[config.mk]
export PLATFORM = sky130hd
export DESIGN_NAME = pipe_skid_stage
export DESIGN_NICKNAME = d
export VERILOG_FILES = /design/src/rtl/pipe_pkg.sv /design/src/rtl/pipe_entry_reg.sv /design/src/rtl/pipe_skid_stage.sv
export SDC_FILE = /design/constraint.sdc
export NUM_CORES = 1
export LEC_CHECK = 0
export ABC_AREA = 1
export BUFFER_PORTS_ARGS = -buffer_cell sky130_fd_sc_hd__buf_4
export CAP_MARGIN = 0
export CORE_MARGIN = 3
export CORE_UTILIZATION = 50
export CTS_CLUSTER_SIZE = 20
export DETAILED_ROUTE_END_ITERATION = 8
export PLACE_DENSITY_LB_ADDON = 0.2
export SLEW_MARGIN = 10
export SYNTH_ARGS = -nofsm -noshare
export SYNTH_HDL_FRONTEND = slang
export SYNTH_SLANG_ARGS = --single-unit
[constraint.sdc]
create_clock -name clk -period 2.4 [get_ports clk]
set_clock_uncertainty 0.05 [all_clocks]
set_input_delay 0.12 -clock clk [delete_from_list [all_inputs] [get_ports clk]]
set_output_delay 0.12 -clock clk [all_outputs]
set_load 0.1 [all_outputs]
[src/rtl/pipe_pkg.sv]
// Shared types for the elastic pipeline stage: state encoding and perf counter width.
// Latency: n/a (declarations only).
// Backpressure: n/a (declarations only).
package pipe_pkg;

    typedef enum logic [1:0] {
        EMPTY = 2'b00,
        BUSY  = 2'b01,
        FULL  = 2'b10
    } state_t;

    localparam int PERF_CNT_W = 32;

endpackage

[src/rtl/pipe_entry_reg.sv]
// Payload holding register with load enable; one instance per buffer slot.
// Latency: 1 cycle from load to q.
// Backpressure: none; the owner decides when to load.
module pipe_entry_reg #(
    parameter int WIDTH = 32
) (
    input  logic             clk,
    input  logic             rst_n,
    input  logic             load,
    input  logic [WIDTH-1:0] d,
    output logic [WIDTH-1:0] q
);

    logic [WIDTH-1:0] data_d;
    logic [WIDTH-1:0] data_q;

    // Take the new payload only when loaded, otherwise hold.
    always_comb begin
        data_d = data_q;
        if (load) begin
            data_d = d;
        end
    end

    // Payload storage, cleared to zero on reset.
    always_ff @(posedge clk or negedge rst_n) begin
        if (!rst_n) begin
            data_q <= '0;
        end else begin
            data_q <= data_d;
        end
    end

    assign q = data_q;

endmodule

[src/rtl/pipe_skid_stage.sv]
// Elastic 2-entry (main + skid) pipeline stage with registered in_ready and synchronous flush.
// Latency: 1 cycle from input transfer to out_valid when empty; full throughput when streaming.
// Backpressure: in_ready drops (registered) once both slots hold data; optional stall counter under PIPE_SKID_PERF_EN.
module pipe_skid_stage
    import pipe_pkg::*;
#(
    parameter int WIDTH = 32
) (
    input  logic             clk,
    input  logic             reset,
    input  logic             flush,
    input  logic             in_valid,
    output logic             in_ready,
    input  logic [WIDTH-1:0] in_data,
    output logic             out_valid,
    input  logic             out_ready,
    output logic [WIDTH-1:0] out_data
`ifdef PIPE_SKID_PERF_EN
    ,
    output logic [PERF_CNT_W-1:0] stall_cnt
`endif
);

    state_t           state_d;
    state_t           state_q;
    logic             out_valid_d;
    logic             out_valid_q;
    logic             in_ready_d;
    logic             in_ready_q;
    logic             main_load;
    logic             skid_load;
    logic [WIDTH-1:0] main_din;
    logic [WIDTH-1:0] main_dout;
    logic [WIDTH-1:0] skid_dout;

    // Next state, slot load controls and the registered handshake outputs.
    always_comb begin
        state_d   = state_q;
        main_load = 1'b0;
        skid_load = 1'b0;
        main_din  = in_data;
        unique case (state_q)
            EMPTY: begin
                if (in_valid) begin
                    main_load = 1'b1;
                    state_d   = BUSY;
                end
            end
            BUSY: begin
                if (in_valid && out_ready) begin
                    main_load = 1'b1;
                end else if (!in_valid && out_ready) begin
                    state_d = EMPTY;
                end else if (in_valid && !out_ready) begin
                    skid_load = 1'b1;
                    state_d   = FULL;
                end
            end
            FULL: begin
                // in_data is ignored here; the skid entry drains into main first.
                if (out_ready) begin
                    main_din  = skid_dout;
                    main_load = 1'b1;
                    state_d   = BUSY;
                end
            end
            default: begin
                state_d = EMPTY;
            end
        endcase
        // Flush overrides everything; any payload loaded this cycle is unreachable.
        if (flush) begin
            state_d = EMPTY;
        end
        out_valid_d = (state_d != EMPTY);
        in_ready_d  = (state_d != FULL);
    end

    // State and handshake output registers.
    always_ff @(posedge clk or negedge reset) begin
        if (!reset) begin
            state_q     <= EMPTY;
            out_valid_q <= 1'b0;
            in_ready_q  <= 1'b1;
        end else begin
            state_q     <= state_d;
            out_valid_q <= out_valid_d;
            in_ready_q  <= in_ready_d;
        end
    end

    pipe_entry_reg #(.WIDTH(WIDTH)) u_main (
        .clk   (clk),
        .rst_n (reset),
        .load  (main_load),
        .d     (main_din),
        .q     (main_dout)
    );

    pipe_entry_reg #(.WIDTH(WIDTH)) u_skid (
        .clk   (clk),
        .rst_n (reset),
        .load  (skid_load),
        .d     (in_data),
        .q     (skid_dout)
    );

    assign out_valid = out_valid_q;
    assign in_ready  = in_ready_q;
    assign out_data  = main_dout;

`ifdef PIPE_SKID_PERF_EN
    logic [PERF_CNT_W-1:0] stall_cnt_d;
    logic [PERF_CNT_W-1:0] stall_cnt_q;

    // Count cycles where downstream refuses valid data, saturating at all-ones.
    always_comb begin
        stall_cnt_d = stall_cnt_q;
        if (out_valid_q && !out_ready && (stall_cnt_q != {PERF_CNT_W{1'b1}})) begin
            stall_cnt_d = stall_cnt_q + 1'b1;
        end
    end

    // Stall counter register; only reset clears it, flush does not.
    always_ff @(posedge clk or negedge reset) begin
        if (!reset) begin
            stall_cnt_q <= '0;
        end else begin
            stall_cnt_q <= stall_cnt_d;
        end
    end

    assign stall_cnt = stall_cnt_q;
`endif

endmodule

Yosys cells after proc, flatten, opt, wreduce, memory -nomap -nowiden. Index checks and enable logic that the tools add are counted.

Logic and storage cells: 32. Flip-flop bits (word level): 68. Input bits: 37. Output and inout bits: 34.

Multiplexer cells: 17. Reduce and logical (&&, ||, !) cells: 7. Equality and inequality tests: 3.

Operator list (count): two-way mux 32 bit (2); two-way mux 2 bit (6); two-way mux 1 bit (7); case mux 2 bit (3 select lines) (1); logical AND 1 bit (3); case mux 1 bit (3 select lines) (1); equality test 2 x 1 -> 1 bit, second input constant (1); equality test 2 bit, second input constant (1); logical NOT 1 bit (2); logical NOT 2 bit (1); != test 2 bit, second input constant (1); nonzero test 2 bit (1).

Logic depth before layout (Yosys ltp). Gate-level depths: netlist of run 1.

Depth after elaboration: 8. Gate-level depth with buffers: 8. Mapped depth without buffers: 7.

Cells and area by module. Synthesis of run 1 repeated with hierarchy kept, for this count alone.

Cell total of the unflattened synthesis: 405. Area total of the unflattened synthesis: 3209.3 µm².

By module, submodules not included: pipe_entry_reg (instances 2, cells an instance 136, seq. area each 800.8 µm², area an instance 1292.5 µm²); pipe_skid_stage (instances 1, cells an instance 133, seq. area each 101.3 µm², area an instance 624.3 µm²).

Worst setup path before layout of run 1. Ideal clock, no wire load.

Path type: reg2reg. Start point: register state_q[0]. End point: register u_main.data_q[13] (netlist: u_main.q[13]). Library setup time: 0.120 ns. Data required time: 2.230 ns. Stages on the path, launching flop included: 9. Clock period less this slack: 1.240 ns. Path buffers: 2. Arrival: 1.071 ns. Setup slack: 1.160 ns. Cells stage by stage: dfrtp_1 > inv_2 > nand3_2 > buf_6 > buf_2 > nand2_1 > o21ai_1 > nand2_1 > nand2_1.

Longest elaborated chain between the ends: 2. Elaborated cells between the ends (all ways): 5. Those cells by class: 2 x eq/ne; 2 x mux; 1 x reduce/logical.

Ends and longest elaborated chain: from (decl) (line pipe_skid_stage.sv:25) `state_t state_q;`; from (signal assigned) (line pipe_skid_stage.sv:86) `state_q <= state_d;`; equality test 2 bit (tied with other cells) (line pipe_skid_stage.sv:42) `unique case (state_q)`; case mux 1 bit (3 select lines) or two-way mux 32 bit (tied branches) (line pipe_skid_stage.sv:42); to (signal assigned) (line pipe_entry_reg.sv:30) `data_q <= data_d;`; to (decl) (line pipe_entry_reg.sv:15) `logic [WIDTH-1:0] data_q;`.

Several ways; a longest one is shown, not always the timed one. A chain may end at the register's enable or synchronous reset.

Final worst setup path of run 1.
Start point: register state_q[0]. End point: register u_skid.data_q[18] (netlist: u_skid.q[18]).

Longest elaborated chain between the ends: 2.

Ends and longest elaborated chain (line): equality test 2 x 1 -> 1 bit (pipe_skid_stage.sv:42); two-way mux 1 bit (pipe_skid_stage.sv:42); to (signal assigned) (pipe_entry_reg.sv:30); to (decl) (pipe_entry_reg.sv:15).

Every way passes these cells.

==> impl_metrics.csv, run 1 <==
group,metric,value,unit
run_status,status,"completed",
finish,diodes,0,
synth,synthSimpleGateAreaFrac,0.228,
finish,most-common-layout-cells,"nand2_1 (139), buf_4 (74), dfrtp_1 (67), inv_1 (38), nor2_1 (34)",
sta,maxSlewViolCount,0,
global_route,grt_pass1_wl,11.1,mm
clocking,cts_buffers,9,
finish,ff_latch_area,0.00170,mm2
clocking,clock_path_buffers,2,
global_route,track_usage,0.197,
clocking,cts-root-buf,"clkbuf_8",
floorplan,initial_core_util,0.530,
setup_path,crit_type,"register to register",
synth,synthAdderAreaFrac,0,
sta,rsz0062_at_grt,"no",
drt,first_pass_iters,4,
clocking,cts_setup_buffers,0,
floorplan,fp.dieW,83.4,um
placed_design,gp_congestion,0.757,
finish,final_area,0.00395,mm2
finish,drive_gt1_frac,0.202,
power_and_ir_drop,p_leak,2.22,nW
sta,max_slew_margin,0.441,
floorplan,rows,27,
clocking,htreeDepth,3,
floorplan,die_h,83.4,um
worst_hold_path,min_path_type,"primary input to register",
sta,finalSetupViolations,0,
clocking,cts_tree,"built",
setup_path,worst_setup_path_start_kind,"register",
finish,area.growth.synth_to_final,32.0,%
drt,wirelength,6.33,mm
global_route,overflow,0,
placed_design,preCtsSetupSlack,0.823,ns
run,cap_violations,0,
placed_design,port_buffers,70,
synth,ys_warn_count,0,
synth,muxShareOfSynthArea,0,
synth,synth_top_family_by_area,"simple AND/OR/NAND/NOR gates",
synth,syn_avg_cell_area,8.04,um2
synth,ys_ff_latch,68,
drt,wl_per_cell,11.8,um
placed_design,dpl-instance-area,0.00355,mm2
sta,maxClockFrequency,629,MHz
placed_design,dpl.hpwl,4.03,mm
floorplan,dieArea,0.00695,mm2
drt,drc,0,
sta,worst_slew_pin_slew,0.838,ns
synth,synth.net_count,409,
floorplan,core_area,0.00564,mm2
synth,synth.distinct_cells,18,
sta,setup_tns,0,ns
placed_design,place_inst,499,
floorplan,pin_count,71,
power_and_ir_drop,cellPowerDensity,884,mW/mm2
drt,ant_nets,0,
setup_path,worst_ep_required_time,2.57,ns
sta,period_share,0.662,
sta,finalHoldViolCount,0,
global_route,first_global_vias,2517,
synth,ys_seq_area_frac,0.569,
global_route,antenna_found_initial,0,
synth,yosys.area_share.xor_xnor,0,
synth,syn_area,0.00299,mm2
drt,vias,2540,
power_and_ir_drop,vdd_drop_max,0.695,mV
finish,layout.nets,497,
sta,post-route-min-period,1.59,ns
clocking,path_clk_slew,0.07,ns
setup_path,cp-end-kind,"register",
power_and_ir_drop,total_power,0.00349,W
sta,setup_ws,0.810,ns
drt,drtIter0Drc,162,
finish,fill_cells,479,
synth,synth_compound_area_frac,0.113,
global_route,grt_max_degree,69,
finish,final_cell_count_no_fill,537,
setup_path,cp_max_fo,48,
clocking,cts_num_sinks,68,
clocking,clk_latency,0.33,ns
synth,syn_inst,372,
drt,via_per_inst,4.73,
finish,multi_input_area,0.00103,mm2
setup_path,cp.arrival,1.76,ns
finish,final_common_cell,"nand2_1",
kinds of logic after synthesis:
family,after synthesis
AOI/OAI and AO/OA,66
buffers and inverters,60
DFF,68
and+or+nand+nor,178
metrics by stage:
stage	util	hold WS [ns]
2_1_floorplan	-	-0.226
3_3_place_gp	0.629	0.242
3_5_place_dp	0.629	0.240
4_1_cts	0.700	0.000225
5_1_grt	0.700	0.000732
6_report	0.700	0.0118
power breakdown:
group	switching (W)	leakage [nW]	internal, W
clock network	0.000399	0.0887	0.000481
logic	0.000879	1.35	0.000286
registers	0.0000785	0.782	0.00136
metal layers:
metal	share of wire	track usage	vias to the layer above
li1	-	-	1314
met1	0.46	0.243	1148
met2	0.47	0.330	61
met3	0.045	0.0377	17
met4	0.024	0.0966	0
met5	0	0	-
final cells by class:
cell class              count  area share
multi-input cells         244       0.261
inverters                  40      0.0380
flip-flops and latches     68       0.431
well taps                  72      0.0228
clock buffers              14      0.0361
repair buffers             97       0.202
clock inverters             2     0.00887
flip-flops by register name (all words and copies together) (netlist names):
signal,flops
out_valid,1
u_skid.q,32
in_ready,1
u_main.q,32
state_q,2
synth_stat cells, drive strengths merged:
library cell | instances | area share
nand2 | 139 | 0.17
dfrtp | 67 | 0.56
inv | 40 | 0.050
nor2 | 35 | 0.045
a21oi | 33 | 0.056
o21ai | 33 | 0.056
buf | 18 | 0.038
nand3 | 4 | 0.0084
clkbuf | 2 | 0.0025
dfstp | 1 | 0.0088
critical path: stages, from the launching register on:
cell and delay, ns:
dfrtp_1 0.36, inv_2 0.07, nor2_2 0.17, nand3_2 0.33
buf_12 0.31, nor2_1 0.12, a21oi_1 0.05
final timing paths:
path                            cells after the start                     from                       end  slack, ns
min in group asynchronous                           2                    reset  u_main.q[14]$_DFFE_PN0P_       0.38
worst max-delay path                                6     state_q[0]$_DFF_PN0_  u_skid.q[18]$_DFFE_PN0P_       0.81
worst max register to register                      6     state_q[0]$_DFF_PN0_  u_skid.q[18]$_DFFE_PN0P_       0.81
worst min register to register                      2  u_main.q[5]$_DFFE_PN0P_   u_main.q[5]$_DFFE_PN0P_       0.43
max in group asynchronous                           2                    reset   u_main.q[6]$_DFFE_PN0P_       1.38
worst min-delay path                                3              in_data[13]  u_skid.q[13]$_DFFE_PN0P_       0.01
what timing repair did:
item	in CTS	in global routing
hold endpoints to repair	90	0
hold buffers	22	0
resized for setup	0	0
Note: power is estimated with default switching activity, not from simulation.
==> run 2, diff against run 1 <==
Clock period 2.4 ns to 1.58 ns, I/O delays scaled along.
==> impl_metrics.csv, run 2 (same netlist as run 1, synthesis figures left out) <==
group,metric,value,unit
finish,final_common_cell,"nand2_1",
power_and_ir_drop,p_leak,2.31,nW
global_route,first_global_vias,2636,
power_and_ir_drop,cellPowerDensity,1320,mW/mm2
clocking,cts_setup_buffers,0,
finish,layout.nets,512,
finish,post-route-util,0.733,
clocking,htreeDepth,3,
drt,drtIter0Drc,109,
setup_path,startpoint,"state_q[1]$_DFF_PN0_",
clocking,path_clk_slew,0.07,ns
clocking,cts-root-buf,"clkbuf_8",
sta,rsz0062_at_grt,"no",
setup_path,cp_max_fo,36,
clocking,cts_buffers,9,
setup_path,worst_ep_required_time,1.81,ns
floorplan,fp.dieW,83.4,um
clocking,clk_latency,0.34,ns
run_status,status,"completed",
setup_path,reg2reg_to,"u_main.q[14]$_DFFE_PN0P_",
drt,ant_nets,0,
sta,finalHoldViolCount,0,
finish,drive_gt1_frac,0.213,
global_route,grt_pass1_wl,11.8,mm
floorplan,initial_core_util,0.530,
drt,first_pass_iters,4,
global_route,grt_max_degree,66,
setup_path,rr_startpoint,"state_q[1]$_DFF_PN0_",
drt,wl_per_cell,12.5,um
sta,maxSlewViolCount,0,
sta,setup_ws,0.173,ns
drt,wirelength,6.87,mm
setup_path,r2r_cells,6,
placed_design,gp_congestion,0.779,
placed_design,port_buffers,70,
finish,most-common-layout-cells,"nand2_1 (139), buf_4 (76), dfrtp_1 (67), inv_1 (38), nor2_1 (34)",
finish,diodes,0,
sta,maxClockFrequency,711,MHz
setup_path,cp.arrival,1.64,ns
drt,vias,2663,
clocking,clock_path_buffers,2,
setup_path,worst_setup_path_start_kind,"register",
floorplan,rows,27,
placed_design,preCtsSetupSlack,0.226,ns
clocking,cts_resized,0,
floorplan,dieArea,0.00695,mm2
floorplan,pin_count,71,
sta,post-route-min-period,1.41,ns
sta,period_share,0.891,
sta,worst_slew_pin_slew,0.357,ns
sta,max_slew_margin,0.762,
sta,hold-worst-slack,0.00976,ns
global_route,overflow,0,
finish,area.growth.synth_to_final,38.3,%
setup_path,crit_type,"register to register",
sta,setup_tns,0,ns
power_and_ir_drop,vdd_drop_max,0.760,mV
floorplan,die_h,83.4,um
setup_path,cp-end-kind,"register",
setup_path,regToRegSetupSlack,0.17,ns
global_route,track_usage,0.211,
floorplan,core_area,0.00564,mm2
sta,finalSetupViolations,0,
drt,via_per_inst,4.82,
worst_hold_path,min_path_type,"primary input to register",
setup_path,cp-endpoint,"u_main.q[14]$_DFFE_PN0P_",
placed_design,dpl.hpwl,4.37,mm
run,cap_violations,0,
clocking,cts_num_sinks,68,
drt,drc,0,
clocking,cts_tree,"built",
global_route,antenna_found_initial,0,
power_and_ir_drop,total_power,0.00548,W
==> run 2: per-stage QoR <==
step           std cells  area (um2)
3_5_place_dp         503        3600
4_1_cts              552        4140
3_3_place_gp         503        3600
2_1_floorplan        372        2990
5_1_grt              552        4140
6_report             552        4140
==> run 2: area by class of cell <==
cell class / count / area [um2]
fill: 443 / 1500
clock buffer: 12 / 155
inverter: 40 / 150
clock inverter: 4 / 47.5
timing repair buffer: 112 / 961
sequential: 68 / 1700
tap: 72 / 90.1
multi-input combinational: 244 / 1030
==> run 2: worst min-delay path by stage <==
| stage | start | end | depth (start not counted) |
|---|---|---|---|
| 6_report | in_data[18] | u_skid.q[18]$_DFFE_PN0P_ | 3 |
| 3_5_place_dp | reset | u_main.q[20]$_DFFE_PN0P_ | 1 |
| 3_3_place_gp | reset | u_main.q[20]$_DFFE_PN0P_ | 1 |
| 4_1_cts | in_data[18] | u_skid.q[18]$_DFFE_PN0P_ | 3 |
| 5_1_grt | in_data[18] | u_skid.q[18]$_DFFE_PN0P_ | 3 |
| 2_1_floorplan | reset | out_valid$_DFF_PN0_ | 0 |
==> run 2: timing repair <==
item	CTS	global route
setup endpoints to repair	0	0
hold buffers	33	0
endpoints found under the hold margin	108	0
==> run 2: worst max-delay path, cell delays in order, from the launching register on <==
cell and delay [ns]:
dfrtp_1 0.44, nand3_2 0.14, buf_4 0.35, nand2_1 0.10
o21ai_1 0.12, nand2_1 0.08, nand2_1 0.06
==> run 2: power by group <==
group	switching, W	total (W)	leakage [nW]	internal, W
sequential	0.000128	0.00220	0.782	0.00207
combinational	0.00136	0.00183	1.43	0.000471
clock	0.000644	0.00145	0.102	0.000810
==> run 2: per-layer routing <==
layer | vias up | track usage | wire length [um]
met3 | 19 | 0.0357 | 276
li1 | 1348 | - | -
met2 | 59 | 0.353 | 3380
met1 | 1237 | 0.257 | 3030
met4 | 0 | 0.117 | 188
met5 | - | 0 | 0
==> run 3, diff against run 2 <==
Settings changed: RECOVER_POWER set to 100.
==> impl_metrics.csv, run 3 (same netlist as run 1, synthesis figures left out) <==
group,metric,value,unit
finish,final_cell_count_no_fill,552,
sta,hold-worst-slack,0.0164,ns
setup_path,r2r_cells,7,
worst_hold_path,whs_path_depth,3,
clocking,cts_tree,"built",
global_route,track_usage,0.211,
floorplan,dieArea,0.00695,mm2
placed_design,place_inst,503,
sta,setup_tns,0,ns
placed_design,dpl-instance-area,0.00360,mm2
drt,wirelength,6.86,mm
clocking,cts_resized,0,
clocking,cts-root-buf,"clkbuf_8",
floorplan,rows,27,
placed_design,port_buffers,70,
setup_path,rr_startpoint,"state_q[0]$_DFF_PN0_",
placed_design,dpl.hpwl,4.37,mm
clocking,clk_latency,0.34,ns
worst_hold_path,min_path_type,"primary input to register",
setup_path,cp.arrival,1.61,ns
floorplan,die_h,83.4,um
finish,fill_cells,474,
power_and_ir_drop,power.internal,0.00327,W
global_route,grt_max_degree,66,
run,cap_violations,0,
sta,rsz0062_at_grt,"no",
setup_path,crit_type,"register to register",
placed_design,preCtsSetupSlack,0.226,ns
drt,vias,2660,
power_and_ir_drop,cellPowerDensity,1330,mW/mm2
setup_path,reg2reg_to,"out_valid$_DFF_PN0_",
sta,maxClockFrequency,697,MHz
power_and_ir_drop,p_leak,2.28,nW
run_status,status,"completed",
power_and_ir_drop,p_comb_frac,0.322,
finish,drive_gt1_frac,0.208,
sta,period_share,0.908,
global_route,first_global_vias,2636,
global_route,antenna_found_initial,0,
clocking,htreeDepth,3,
power_and_ir_drop,swShare,0.393,
power_and_ir_drop,vdd_drop_max,0.750,mV
floorplan,fp.dieW,83.4,um
finish,final_area,0.00404,mm2
sta,max_slew_margin,0.436,
sta,worst_slew_pin_slew,0.846,ns
placed_design,gp_congestion,0.779,
drt,drc,0,
clocking,path_clk_slew,0.07,ns
power_and_ir_drop,pwr-share-clk,0.270,
floorplan,pin_count,71,
clocking,cts_num_sinks,68,
sta,setup_ws,0.146,ns
global_route,overflow,0,
drt,first_pass_iters,4,
drt,wl_per_cell,12.4,um
setup_path,worst_setup_path_start_kind,"register",
sta,maxSlewViolCount,0,
global_route,grt_pass1_wl,11.8,mm
finish,most-common-layout-cells,"nand2_1 (139), dfrtp_1 (67), buf_4 (39), inv_1 (38), nor2_1 (35)",
finish,final_common_cell,"nand2_1",
power_and_ir_drop,pwr-share-seq,0.408,
power_and_ir_drop,switchingPower,0.00212,W
finish,area.growth.synth_to_final,35.1,%
sta,finalHoldViolCount,0,
setup_path,worst_ep_required_time,1.76,ns
sta,post-route-min-period,1.43,ns
floorplan,initial_core_util,0.530,
finish,layout.nets,512,
clocking,cts_buffers,9,
clocking,clock_path_buffers,2,
drt,ant_nets,0,
sta,finalSetupViolations,0,
setup_path,cp-end-kind,"register",
worst_hold_path,min_to,"u_skid.q[18]$_DFFE_PN0P_",
finish,diodes,0,
floorplan,core_area,0.00564,mm2
setup_path,regToRegSetupSlack,0.15,ns
drt,drtIter0Drc,102,
worst_hold_path,hp-start,"in_data[18]",
setup_path,cp_max_fo,65,
drt,via_per_inst,4.82,
==> run 3: changes by cell type in the layout (fill, tap and decap cells not counted), sizes merged <==
| cell | delta |
|---|---|
| clkbuf | +37 |
| buf | -37 |
==> run 3: per-stage QoR <==
stage,util,power (W)
2_1_floorplan,-,0.00352
3_3_place_gp,0.639,0.00395
6_report,0.716,0.00539
3_5_place_dp,0.639,0.00399
4_1_cts,0.733,0.00551
5_1_grt,0.716,0.00565
==> run 3: how the worst max path moves through the flow <==
stage,start,endpoint,depth (start not counted)
after detailed placement,state_q[1]$_DFF_PN0_,u_main.q[0]$_DFFE_PN0P_,6
after floorplan,state_q[0]$_DFF_PN0_,u_main.q[13]$_DFFE_PN0P_,8
after global routing,state_q[0]$_DFF_PN0_,out_valid$_DFF_PN0_,7
final,state_q[0]$_DFF_PN0_,out_valid$_DFF_PN0_,7
after global placement,state_q[1]$_DFF_PN0_,out_valid$_DFF_PN0_,7
after CTS,state_q[1]$_DFF_PN0_,u_main.q[0]$_DFFE_PN0P_,6
==> run 3: layout make-up <==
cell class                 instances  area, um2  share of cell area
inverter                          40        150              0.0372
clock inverter                     4       47.5              0.0118
sequential                        68       1700               0.421
tap                               72       90.1              0.0223
clock buffer                      12        155              0.0384
timing repair buffer             112        867               0.215
multi-input combinational        244       1030               0.254
==> run 3: per-layer routing <==
layer | GRT usage | up-vias | part of all wire
met5 | 0 | - | 0
met4 | 0.117 | 0 | 0.027
met3 | 0.0357 | 18 | 0.039
met2 | 0.353 | 61 | 0.49
met1 | 0.257 | 1236 | 0.44
li1 | - | 1345 | -
==> run 3: repair_timing <==
item	4_1_cts	5_1_grt
hold buffers	33	0
buffers inserted	0	0
endpoints found under the hold margin	108	0
==> run 3: critical path, cell delays in order (launching register included) <==
cell     delay (ns)
dfrtp_1        0.39
inv_2          0.10
nor2_1         0.09
nand3_2        0.08
buf_8          0.32
nand2_1        0.10
nand2_1        0.12
nand2_1        0.06
==> run 3: power by group through the flow <==
stage | logic [W] | clock network (W) | registers, W
after global placement | 0.00173 | 0 | 0.00222
after global routing | 0.00187 | 0.00156 | 0.00223
after CTS | 0.00184 | 0.00148 | 0.00220
after floorplan | 0.000440 | 0 | 0.00308
after detailed placement | 0.00177 | 0 | 0.00223
final | 0.00174 | 0.00146 | 0.00220
